File: src/rtl/alu_serial_sched.sv
// alu_serial_sched: round-robin scheduler sharing one bit-serial ALU among NREQ requesters
//   clk, rst_n            clock, asynchronous active-low reset
//   req_valid/req_ready   per-requester handshake; req_ready is a one-cycle one-hot grant
//   req_a/req_b/req_op    packed operands and opcode, requester i in slice i
//   rsp_*                 tagged response held until rsp_ready
//   sin/sout              11-bit serial frames to/from the ALU, idle high
//   alu_rst_n             ALU reset, pulsed low after a reply timeout
//   busy                  high whenever a transaction is in progress
module alu_serial_sched #(
  parameter int NREQ = 4,
  parameter int IDW = 2,
  parameter int TIMEOUT = 1023
) (
  input  logic              clk,
  input  logic              rst_n,
  input  logic [NREQ-1:0]   req_valid,
  output logic [NREQ-1:0]   req_ready,
  input  logic [32*NREQ-1:0] req_a,
  input  logic [32*NREQ-1:0] req_b,
  input  logic [3*NREQ-1:0] req_op,
  output logic              rsp_valid,
  input  logic              rsp_ready,
  output logic [IDW-1:0]    rsp_id,
  output logic [31:0]       rsp_result,
  output logic [3:0]        rsp_flags,
  output logic [5:0]        rsp_err,
  output logic [1:0]        rsp_status,
  output logic              sin,
  input  logic              sout,
  output logic              alu_rst_n,
  output logic              busy
);
  localparam int CW = $clog2(TIMEOUT + 1) > 7 ? $clog2(TIMEOUT + 1) : 7;
  localparam logic [1:0] ST_OK = 2'b00;
  localparam logic [1:0] ST_ALUERR = 2'b01;
  localparam logic [1:0] ST_TIMEOUT = 2'b10;
  localparam logic [1:0] ST_FRAMING = 2'b11;

  typedef enum logic [2:0] {IDLE, ARB, SEND, WAIT, RECV, ARST, RESP} state_t;

  state_t          state_q, state_d;
  logic [IDW-1:0]  ptr_q, ptr_d, id_q, id_d, gnt, idx;
  logic            gnt_ok;
  logic [CW-1:0]   cnt_q, cnt_d;
  logic [98:0]     tx_q, tx_d, tx_load;
  logic [53:0]     rx_q, rx_d;
  logic            sin_q, sin_d, fe_q, fe_d;
  logic [31:0]     res_q, res_d, ga, gb;
  logic [3:0]      flg_q, flg_d;
  logic [5:0]      err_q, err_d;
  logic [1:0]      st_q, st_d;
  logic [2:0]      gop;
  logic            last_tx, bad_stop, rx_unused;

  function automatic logic [10:0] df(input logic [7:0] d);
    return {2'b00, d, 1'b1};
  endfunction

  // x^4+x+1, init 0, MSB first
  function automatic logic [3:0] crc4(input logic [67:0] m);
    logic [3:0] c;
    c = '0;
    for (int i = 67; i >= 0; i--)
      c = {c[2:0], 1'b0} ^ ((c[3] ^ m[i]) ? 4'b0011 : 4'b0000);
    return c;
  endfunction

  // first valid index at or after the pointer, wrapping
  always_comb begin
    gnt = '0;
    gnt_ok = 1'b0;
    idx = '0;
    for (int i = NREQ - 1; i >= 0; i--) begin
      idx = IDW'((int'(ptr_q) + i) % NREQ);
      if (req_valid[idx]) begin
        gnt = idx;
        gnt_ok = 1'b1;
      end
    end
  end

  assign ga = req_a[32*gnt +: 32];
  assign gb = req_b[32*gnt +: 32];
  assign gop = req_op[3*gnt +: 3];
  assign tx_load = {df(gb[31:24]), df(gb[23:16]), df(gb[15:8]), df(gb[7:0]),
                    df(ga[31:24]), df(ga[23:16]), df(ga[15:8]), df(ga[7:0]),
                    3'b010, gop, crc4({gb, ga, 1'b1, gop}), 1'b1};
  assign last_tx = cnt_q == CW'(98);
  // reply bit positions 10,21,32,43,54 are frame stop bits
  assign bad_stop = !sout && (cnt_q == CW'(10) || cnt_q == CW'(21) || cnt_q == CW'(32) ||
                              cnt_q == CW'(43) || cnt_q == CW'(54));
  // delimiter and check bits in the receive buffer are deliberately never decoded
  assign rx_unused = ^rx_q;

  always_comb begin
    state_d = state_q;
    ptr_d = ptr_q;
    id_d = id_q;
    cnt_d = cnt_q;
    tx_d = tx_q;
    rx_d = rx_q;
    sin_d = sin_q;
    fe_d = fe_q;
    res_d = res_q;
    flg_d = flg_q;
    err_d = err_q;
    st_d = st_q;
    req_ready = '0;
    case (state_q)
      IDLE: state_d = |req_valid ? ARB : IDLE;
      ARB: begin
        state_d = gnt_ok ? SEND : IDLE;
        if (gnt_ok) begin
          req_ready[gnt] = 1'b1;
          id_d = gnt;
          ptr_d = (gnt == IDW'(NREQ - 1)) ? '0 : gnt + IDW'(1);
          sin_d = tx_load[98];
          tx_d = {tx_load[97:0], 1'b1};
          cnt_d = '0;
        end
      end
      SEND: begin
        sin_d = last_tx ? 1'b1 : tx_q[98];
        tx_d = {tx_q[97:0], 1'b1};
        cnt_d = last_tx ? '0 : cnt_q + CW'(1);
        state_d = last_tx ? WAIT : SEND;
      end
      WAIT: begin
        rx_d = '0;
        fe_d = 1'b0;
        if (!sout) begin
          cnt_d = CW'(1);
          state_d = RECV;
        end else if (cnt_q == CW'(TIMEOUT)) begin
          cnt_d = '0;
          state_d = ARST;
        end else
          cnt_d = cnt_q + CW'(1);
      end
      RECV: begin
        rx_d = {rx_q[52:0], sout};
        cnt_d = cnt_q + CW'(1);
        fe_d = fe_q | bad_stop;
        // rx_q[8] is the second reply bit: 1 marks a short error frame
        if (cnt_q == CW'(10) && rx_q[8]) begin
          st_d = fe_d ? ST_FRAMING : ST_ALUERR;
          err_d = fe_d ? '0 : rx_q[6:1];
          res_d = '0;
          flg_d = '0;
          state_d = RESP;
        end else if (cnt_q == CW'(54)) begin
          st_d = fe_d ? ST_FRAMING : ST_OK;
          res_d = fe_d ? '0 : {rx_q[51:44], rx_q[40:33], rx_q[29:22], rx_q[18:11]};
          flg_d = fe_d ? '0 : rx_q[6:3];
          err_d = '0;
          state_d = RESP;
        end
      end
      ARST: begin
        cnt_d = cnt_q + CW'(1);
        if (cnt_q == CW'(1)) begin
          st_d = ST_TIMEOUT;
          res_d = '0;
          flg_d = '0;
          err_d = '0;
          state_d = RESP;
        end
      end
      RESP: state_d = rsp_ready ? IDLE : RESP;
      default: state_d = IDLE;
    endcase
  end

  always_ff @(posedge clk or negedge rst_n)
    if (!rst_n) begin
      state_q <= IDLE;
      ptr_q <= '0;
      id_q <= '0;
      cnt_q <= '0;
      tx_q <= '1;
      rx_q <= '0;
      sin_q <= 1'b1;
      fe_q <= 1'b0;
      res_q <= '0;
      flg_q <= '0;
      err_q <= '0;
      st_q <= '0;
    end else begin
      state_q <= state_d;
      ptr_q <= ptr_d;
      id_q <= id_d;
      cnt_q <= cnt_d;
      tx_q <= tx_d;
      rx_q <= rx_d;
      sin_q <= sin_d;
      fe_q <= fe_d;
      res_q <= res_d;
      flg_q <= flg_d;
      err_q <= err_d;
      st_q <= st_d;
    end

  assign sin = sin_q;
  assign alu_rst_n = state_q != ARST;
  assign busy = state_q != IDLE;
  assign rsp_valid = state_q == RESP;
  assign rsp_id = id_q;
  assign rsp_result = res_q;
  assign rsp_flags = flg_q;
  assign rsp_err = err_q;
  assign rsp_status = st_q;
endmodule
File: config.mk
export PLATFORM = sky130hd
export DESIGN_NAME = alu_serial_sched
export DESIGN_NICKNAME = d
export VERILOG_FILES = /design/src/rtl/alu_serial_sched.sv
export SDC_FILE = /design/constraint.sdc
export NUM_CORES = 1
export LEC_CHECK = 0
export BUFFER_PORTS_ARGS = -buffer_cell sky130_fd_sc_hd__buf_2
export CORE_AREA = 3 3 172 174
export CTS_CLUSTER_DIAMETER = 200
export DETAILED_ROUTE_END_ITERATION = 6
export DIE_AREA = 0 0 175 177
export PLACE_DENSITY = 0.78
export SYNTH_ARGS = -nofsm -noshare
export SYNTH_HDL_FRONTEND = slang
export SYNTH_SLANG_ARGS = --single-unit
File: constraint.sdc
create_clock -name clk -period 4.08 [get_ports clk]
set_clock_uncertainty 0.05 [all_clocks]
set_input_delay 0.204 -clock clk [delete_from_list [all_inputs] [get_ports clk]]
set_output_delay 0.204 -clock clk [all_outputs]
set_load 0.1 [all_outputs]
### After elaboration in Yosys (flattened, before gate mapping)

Index checks and enable logic that the tools add are counted.
W data, S select, Z words.

| operators by class | value |
|---|---|
| $add $sub $neg | 5 |
| mux-type cells | 132 |
| multiply operators | 1 |
| bitwise gates (word level) | 134 |
| $lt $le $gt $ge | 6 |
| reduce and logical (&&, ||, !) cells | 21 |
| shift-type cells | 3 |
| eq/ne operators | 20 |

Operators with widths:

| operator | count |
|---|---|
| $xor A4 B2 Y4 | 66 |
| $shiftx A128 B8 Y32 | 2 |
| $pmux W99 S2 | 1 |
| $mux W2 | 79 |
| $mux W32 | 4 |
| $pmux W52 S2 | 1 |
| $mux W99 | 1 |
| $pmux W32 S2 | 1 |
| $xor A1 B1 Y1 | 64 |
| $mux W10 | 4 |
| $pmux W10 S4 | 1 |
| $eq A10 B6 Y1 const B | 3 |
| $mux W4 | 6 |
| $mux W6 | 4 |
| $pmux W3 S7 | 1 |
| $mux W3 | 6 |
| $lt A2 B3 Y1 const B | 5 |
| $mux W1 | 13 |
| $pmux W6 S2 | 1 |
| $shiftx A12 B5 Y3 | 1 |
| $add A10 B1 Y10 const B | 1 |
| $eq A10 B1 Y1 const B | 1 |
| $eq A10 B10 Y1 const B | 1 |
| $eq A10 B4 Y1 const B | 1 |
| 31 further kinds | 54 |

| word-level totals | value |
|---|---|
| input bits | 276 |
| register bits after elaboration | 214 |
| word-level logic and storage cells | 334 |
| output and inout port bits | 54 |

### Logic depth before layout (Yosys ltp)

| logic depth | value |
|---|---|
| depth in word-level cells | 208 |
| gate-level depth with buffers | 20 |
| depth with buffers taken out | 12 |

### Worst setup path after synthesis

No wires, ideal clock.

| timing | value |
|---|---|
| path type | register to register |
| from | register ptr_q[1] |
| to | register tx_q[3] |
| stages on the path, launching flop included | 14 |
| path buffers | 2 |
| required time | 3.958 ns |
| slack | 0.085 ns |
| setup time | 0.072 ns |
| data arrival time | 3.873 ns |
| clock period less this slack | 3.995 ns |
| cell sequence | dfrtp_1 nor2_1 o21bai_1 a221oi_2 buf_6 buf_6 mux2_2 xnor2_1 xnor3_1 xor2_2 xor3_1 xnor3_2 xnor3_1 o21ai_1 |

| between the ends | value |
|---|---|
| cells in the longest elaborated chain, start to end | 122 |
| elaborated cells on any way between the ends | 226 |
| those cells by class | 3 x add/sub; 1 x mul; 1 x eq/ne; 3 x shift; 85 x mux; 132 x bitwise; 1 x reduce/logical |

RTL lines:

| what | line | RTL |
|---|---|---|
| start: declaration | 42 | `logic [IDW-1:0] ptr_q, ptr_d, id_q, id_d, gnt, idx;` |
| start signal: assignment | 190 | `ptr_q <= ptr_d;` |
| $add A2 B2 Y2 | 74 | `idx = IDW'((int'(ptr_q) + i) % NREQ);` |
| $bmux W1 S2 | 75 | `if (req_valid[idx]) begin` |
| $mux W1 (not written as such) | 75 |  |
| $mux W2 (4 in a row) | 75 |  |
| $shiftx A128 B8 Y32 | 83 | `assign gb = req_b[32*gnt +: 32];` |
| $mux W2 / $xor A1 B1 Y1 (equally long branches) | 64 | `c = {c[2:0], 1'b0} ^ ((c[3] ^ m[i]) ? 4'b0011 : 4'b0000);` |
| $xor A3 B2 Y3 / $mux W2 (equally long branches) | 64 |  |
| $xor A4 B2 Y4 / $xor A3 B2 Y3 (equally long branches) | 64 |  |
| [102 not listed] | n/a |  |
| $xor A4 B2 Y4 / $mux W2 (equally long branches) | 64 |  |
| $xor A4 B2 Y4 (2 in a row) | 64 |  |
| $xor A1 B1 Y1 / $xor A4 B2 Y4 (equally long branches) | 64 |  |
| $mux W2 / $xor A1 B1 Y1 (equally long branches) | 64 |  |
| $xor A4 B2 Y4 / $mux W2 (equally long branches) | 64 |  |
| $xor A4 B2 Y4 | 64 |  |
| $mux W99 | 113 | `if (gnt_ok) begin` |
| $pmux W99 S2 | 109 | `case (state_q)` |
| end signal: assignment | 193 | `tx_q <= tx_d;` |
| end: declaration | 45 | `logic [98:0] tx_q, tx_d, tx_load;` |

Parallel ways exist; a longest one is shown, timed or not. The select of a mux whose other input is x is not followed.
A chain may end at the register's enable or synchronous reset.

### Final worst setup path

| timing | value |
|---|---|
| from | register ptr_q[1] |
| to | register tx_q[4] |

| between the ends | value |
|---|---|
| cells in the longest elaborated chain, start to end | 122 |
| elaborated cells on any way between the ends | 225 |
| those cells by class | 3 x add/sub; 1 x mul; 1 x eq/ne; 3 x shift; 84 x mux; 132 x bitwise; 1 x reduce/logical |

RTL lines:

| what | line |
|---|---|
| $add A2 B2 Y2 | 74 |
| $bmux W1 S2 | 75 |
| $mux W1 (not written as such) | 75 |
| $mux W2 (4 in a row) | 75 |
| $shiftx A128 B8 Y32 | 83 |
| $mux W2 | 64 |
| $xor A3 B2 Y3 | 64 |
| $xor A4 B2 Y4 | 64 |
| [100 not listed] | n/a |
| $xor A1 B1 Y1 | 64 |
| $mux W2 | 64 |
| $xor A4 B2 Y4 (3 in a row) | 64 |
| $xor A1 B1 Y1 | 64 |
| $mux W2 | 64 |
| $xor A4 B2 Y4 (2 in a row) | 64 |
| $mux W99 | 113 |
| $pmux W99 S2 | 109 |

Parallel ways exist; a longest one is shown, timed or not. The select of a mux whose other input is x is not followed.

==> results.yml <==
grt:
  track_usage_pct: 21.4
  grt_max_degree: 138
  antenna_found_initial: 1
  grt_pass1_vias: 10259
  grt.overflow.total: 0
  grt_pass1_wl_um: 54200
synthesis:
  ys_seq_area_share_pct: 45.2
  synth_edf_count: 0
  yosys.area.top_type_share_pct: 23.8
  synth_top_cell_by_area: "dfrtp_1"
  synthFlopType: "dfrtp_1"
  syn_area_per_cell_um2: 11.0
  synth_top_cells_by_area: "dfrtp_1 (24%), dfstp_2 (21%), mux2i_1 (9.6%), a22o_1 (6.9%), mux2_2 (5.3%)"
  synth_nets: 1380
  syn_inst: 1093
  synth_area_um2: 12000
  ys_types: 56
  async_flop_share_pct: 100
  synth.ff_latch_count: 212
  yosysWarningCount: 0
placement:
  port_buffers: 329
  dpl.hpwl_um: 24900
  place_inst: 1783
  gp_congestion: 0.862
  dp_slack_ps: -146
power:
  switchingPower_mw: 7.57
  p_sw_share_pct: 38.2
  leakage_nw: 7.89
  comb_power_share_pct: 70.8
  powerDensity_nw_per_um2: 1250
  power.share.clock_pct: 11.1
  p_int_mw: 12.2
  p_seq_share_pct: 18.1
  peakVddDrop_v: 0.00177
die:
  core_area_um2: 27900
  die_x_um: 175
  fp.dieArea_um2: 31000
  die_h_um: 177
  start_util_pct: 43.0
  row_count: 61
  ios: 330
sta:
  drv_slew: 0
  timing.fmax_mhz: 247
  slew_headroom_pct: 21.9
  finalHoldViolCount: 0
  rsz0062_at_grt: "yes"
  fin_crit_ps: 4060
  worst_slack_ps: 24.9
  hold_slack_ps: 112
  worstMarginPinSlew_ps: 1170
  fin_crit_sh_pct: 99.4
  final-setup-viol-count: 0
clocking:
  clk_pin_slew_ps: 60
  clockRootBuffer: "clkbuf_16"
  numCtsBuffers: 23
  cts_htree_levels: 1
  clk_path_buf_depth: 3
  cts_tree: "built"
  cts.sinks: 212
  insertion_delay_ps: 500
critical_path:
  crit_path_start_kind: "register"
  critPathCaptureType: "register"
  worst-setup-path-type: "reg -> reg"
  cp.arrival_ps: 4430
  required_ps: 4450
  path_max_fanout: 7
detailed_routing:
  route.detailed.drc: 0
  drtAntennaViolNets: 0
  wirelength_um: 36100
  viasPerCell: 5.57
  drt_iter0_drc: 862
  vias: 10420
  avgRoutedWirePerCell_um: 19.3
  first_pass_iters: 5
final_layout:
  drive_gt1_share_pct: 45.2
  n_fill_cell: 2364
  stdcell_count: 1870
  syn_to_final_growth_pct: 32.0
  final_util_pct: 56.8
  multi_input_area_um2: 6350
  regArea_um2: 5430
  nets: 1763
status:
  outcome: "complete, no violations"
flow_run:
  cap_viol_max_count: 0
hold_path:
  min_path_type: "in -> reg"
[layout by cell type, fill, tap and decap left out, types with 15 or more instances in the layout]
master | synthesis | final
o21ai_0 | 124 | 123
dfstp_2 | 98 | 98
buf_2 | 5 | 328
xnor2_1 | 44 | 30
xnor3_1 | 17 | 15
dfrtp_1 | 114 | 113
a22oi_1 | 70 | 70
a22o_1 | 94 | 94
nand3_1 | 17 | 16
buf_4 | 5 | 87
xnor2_2 | 3 | 17
clkbuf_16 | 0 | 27
nor2_1 | 26 | 22
mux2_2 | 56 | 48
mux2i_1 | 115 | 114
nand2_1 | 121 | 120
[area by class of cell]
type                            instances  share of cell area [%]
Multi-Input combinational cell        790                    40.0
Clock buffer                           28                    3.94
Tap cell                              378                    2.98
Clock inverter                         12                    1.08
Sequential cell                       212                    34.2
Inverter                               12                   0.323
Antenna cell                            1                  0.0158
Timing Repair Buffer                  437                    17.4
[worst max-delay path, stage by stage, from the launching register on]
cell and delay, ps:
dfrtp_2 430, inv_4 70, a221oi_4 310, nand3_4 190, buf_12 190, buf_4 140
mux2i_1 110, mux2_2 300, xnor2_2 160, buf_4 130, buf_4 90, xnor3_1 430
xor2_2 210, xor3_2 440, buf_6 140, buf_4 120, xnor3_1 180, xnor2_1 140
o21ai_1 160
[worst paths after layout]
check                                startpoint              endpoint  slack [ps]  cells after the start
max in group asynchronous                 rst_n  tx_q[61]$_DFFE_PN1P_        2570                      3
setup reg to reg           ptr_q[1]$_DFFE_PN0P_   tx_q[4]$_DFFE_PN1P_          20                     18
min in group asynchronous                 rst_n  rx_q[24]$_DFFE_PN0P_         430                      2
hold / removal                       req_a[109]  tx_q[29]$_DFFE_PN1P_         110                      4
setup / recovery           ptr_q[1]$_DFFE_PN0P_   tx_q[4]$_DFFE_PN1P_          20                     18
hold reg to reg                 sin$_DFFE_PN1P_       sin$_DFFE_PN1P_         420                      2
[routing by layer]
layer	share of wire, %	global-route usage, %
met4	2.7	5.22
met2	48	34.6
met5	0	0
met3	6.7	3.88
met1	43	30.0
[sequential cells by signal, indices dropped and copies added (netlist names)]
register	count
sin	1
rsp_id	2
cnt_q	10
state_q	3
tx_q	97
rsp_flags	4
fe_q	1
rsp_err	6
ptr_q	2
rsp_result	32
rsp_status	2
rx_q	52
[stage by stage]
| step | TNS [ps] | instance area [um2] | power [mW] |
|---|---|---|---|
| 3_3_place_gp | -49.0 | 14300 | 15.8 |
| 4_1_cts | -1.29 | 15400 | 19.1 |
| 3_5_place_dp | -299 | 14300 | 15.9 |
| 2_1_floorplan | 0 | 12000 | 12.9 |
| 5_1_grt | -338 | 15900 | 20.6 |
| 6_report | 0 | 15900 | 19.8 |
[power by group through the flow]
| stage | logic [mW] | registers [mW] | clock network (mW) |
|---|---|---|---|
| floorplan | 8.97 | 3.94 | 0 |
| global placement | 12.2 | 3.55 | 0 |
| detailed placement | 12.3 | 3.58 | 0 |
| CTS | 13.3 | 3.56 | 2.24 |
| global route | 14.6 | 3.65 | 2.32 |
| finish | 14.0 | 3.58 | 2.19 |
[timing repair]
action,CTS,global route
gates cloned,3,4
pin swaps,10,27
gates resized for setup,17,37
hold buffers,2,0
setup endpoints to repair,4,4
buffers inserted,9,30
endpoints found under the hold margin,115,0
[synthesized netlist by cell type, types with 26 or more instances]
master	instances
a22o_1	94
mux2_2	56
mux2i_1	115
a22oi_1	70
nand2_1	121
nor2_1	26
o21ai_0	124
dfrtp_1	114
xnor2_1	44
clkbuf_1	52
dfstp_2	98
[logic make-up (layout without fill, tap and decap cells)]
family          count (synthesis)  count (layout)  share of synthesized area [%]
fa+ha+maj                      11              11                           1.15
xor+xnor                       82              82                           9.05
simple gates                  199             199                           7.15
compound gates                325             325                           18.4
flops                         212             212                           45.2
buf+inv                        91             489                           4.04
other cells                     0               1                              0
mux                           173             173                           15.1
Note: power is estimated with default switching activity, not from simulation.
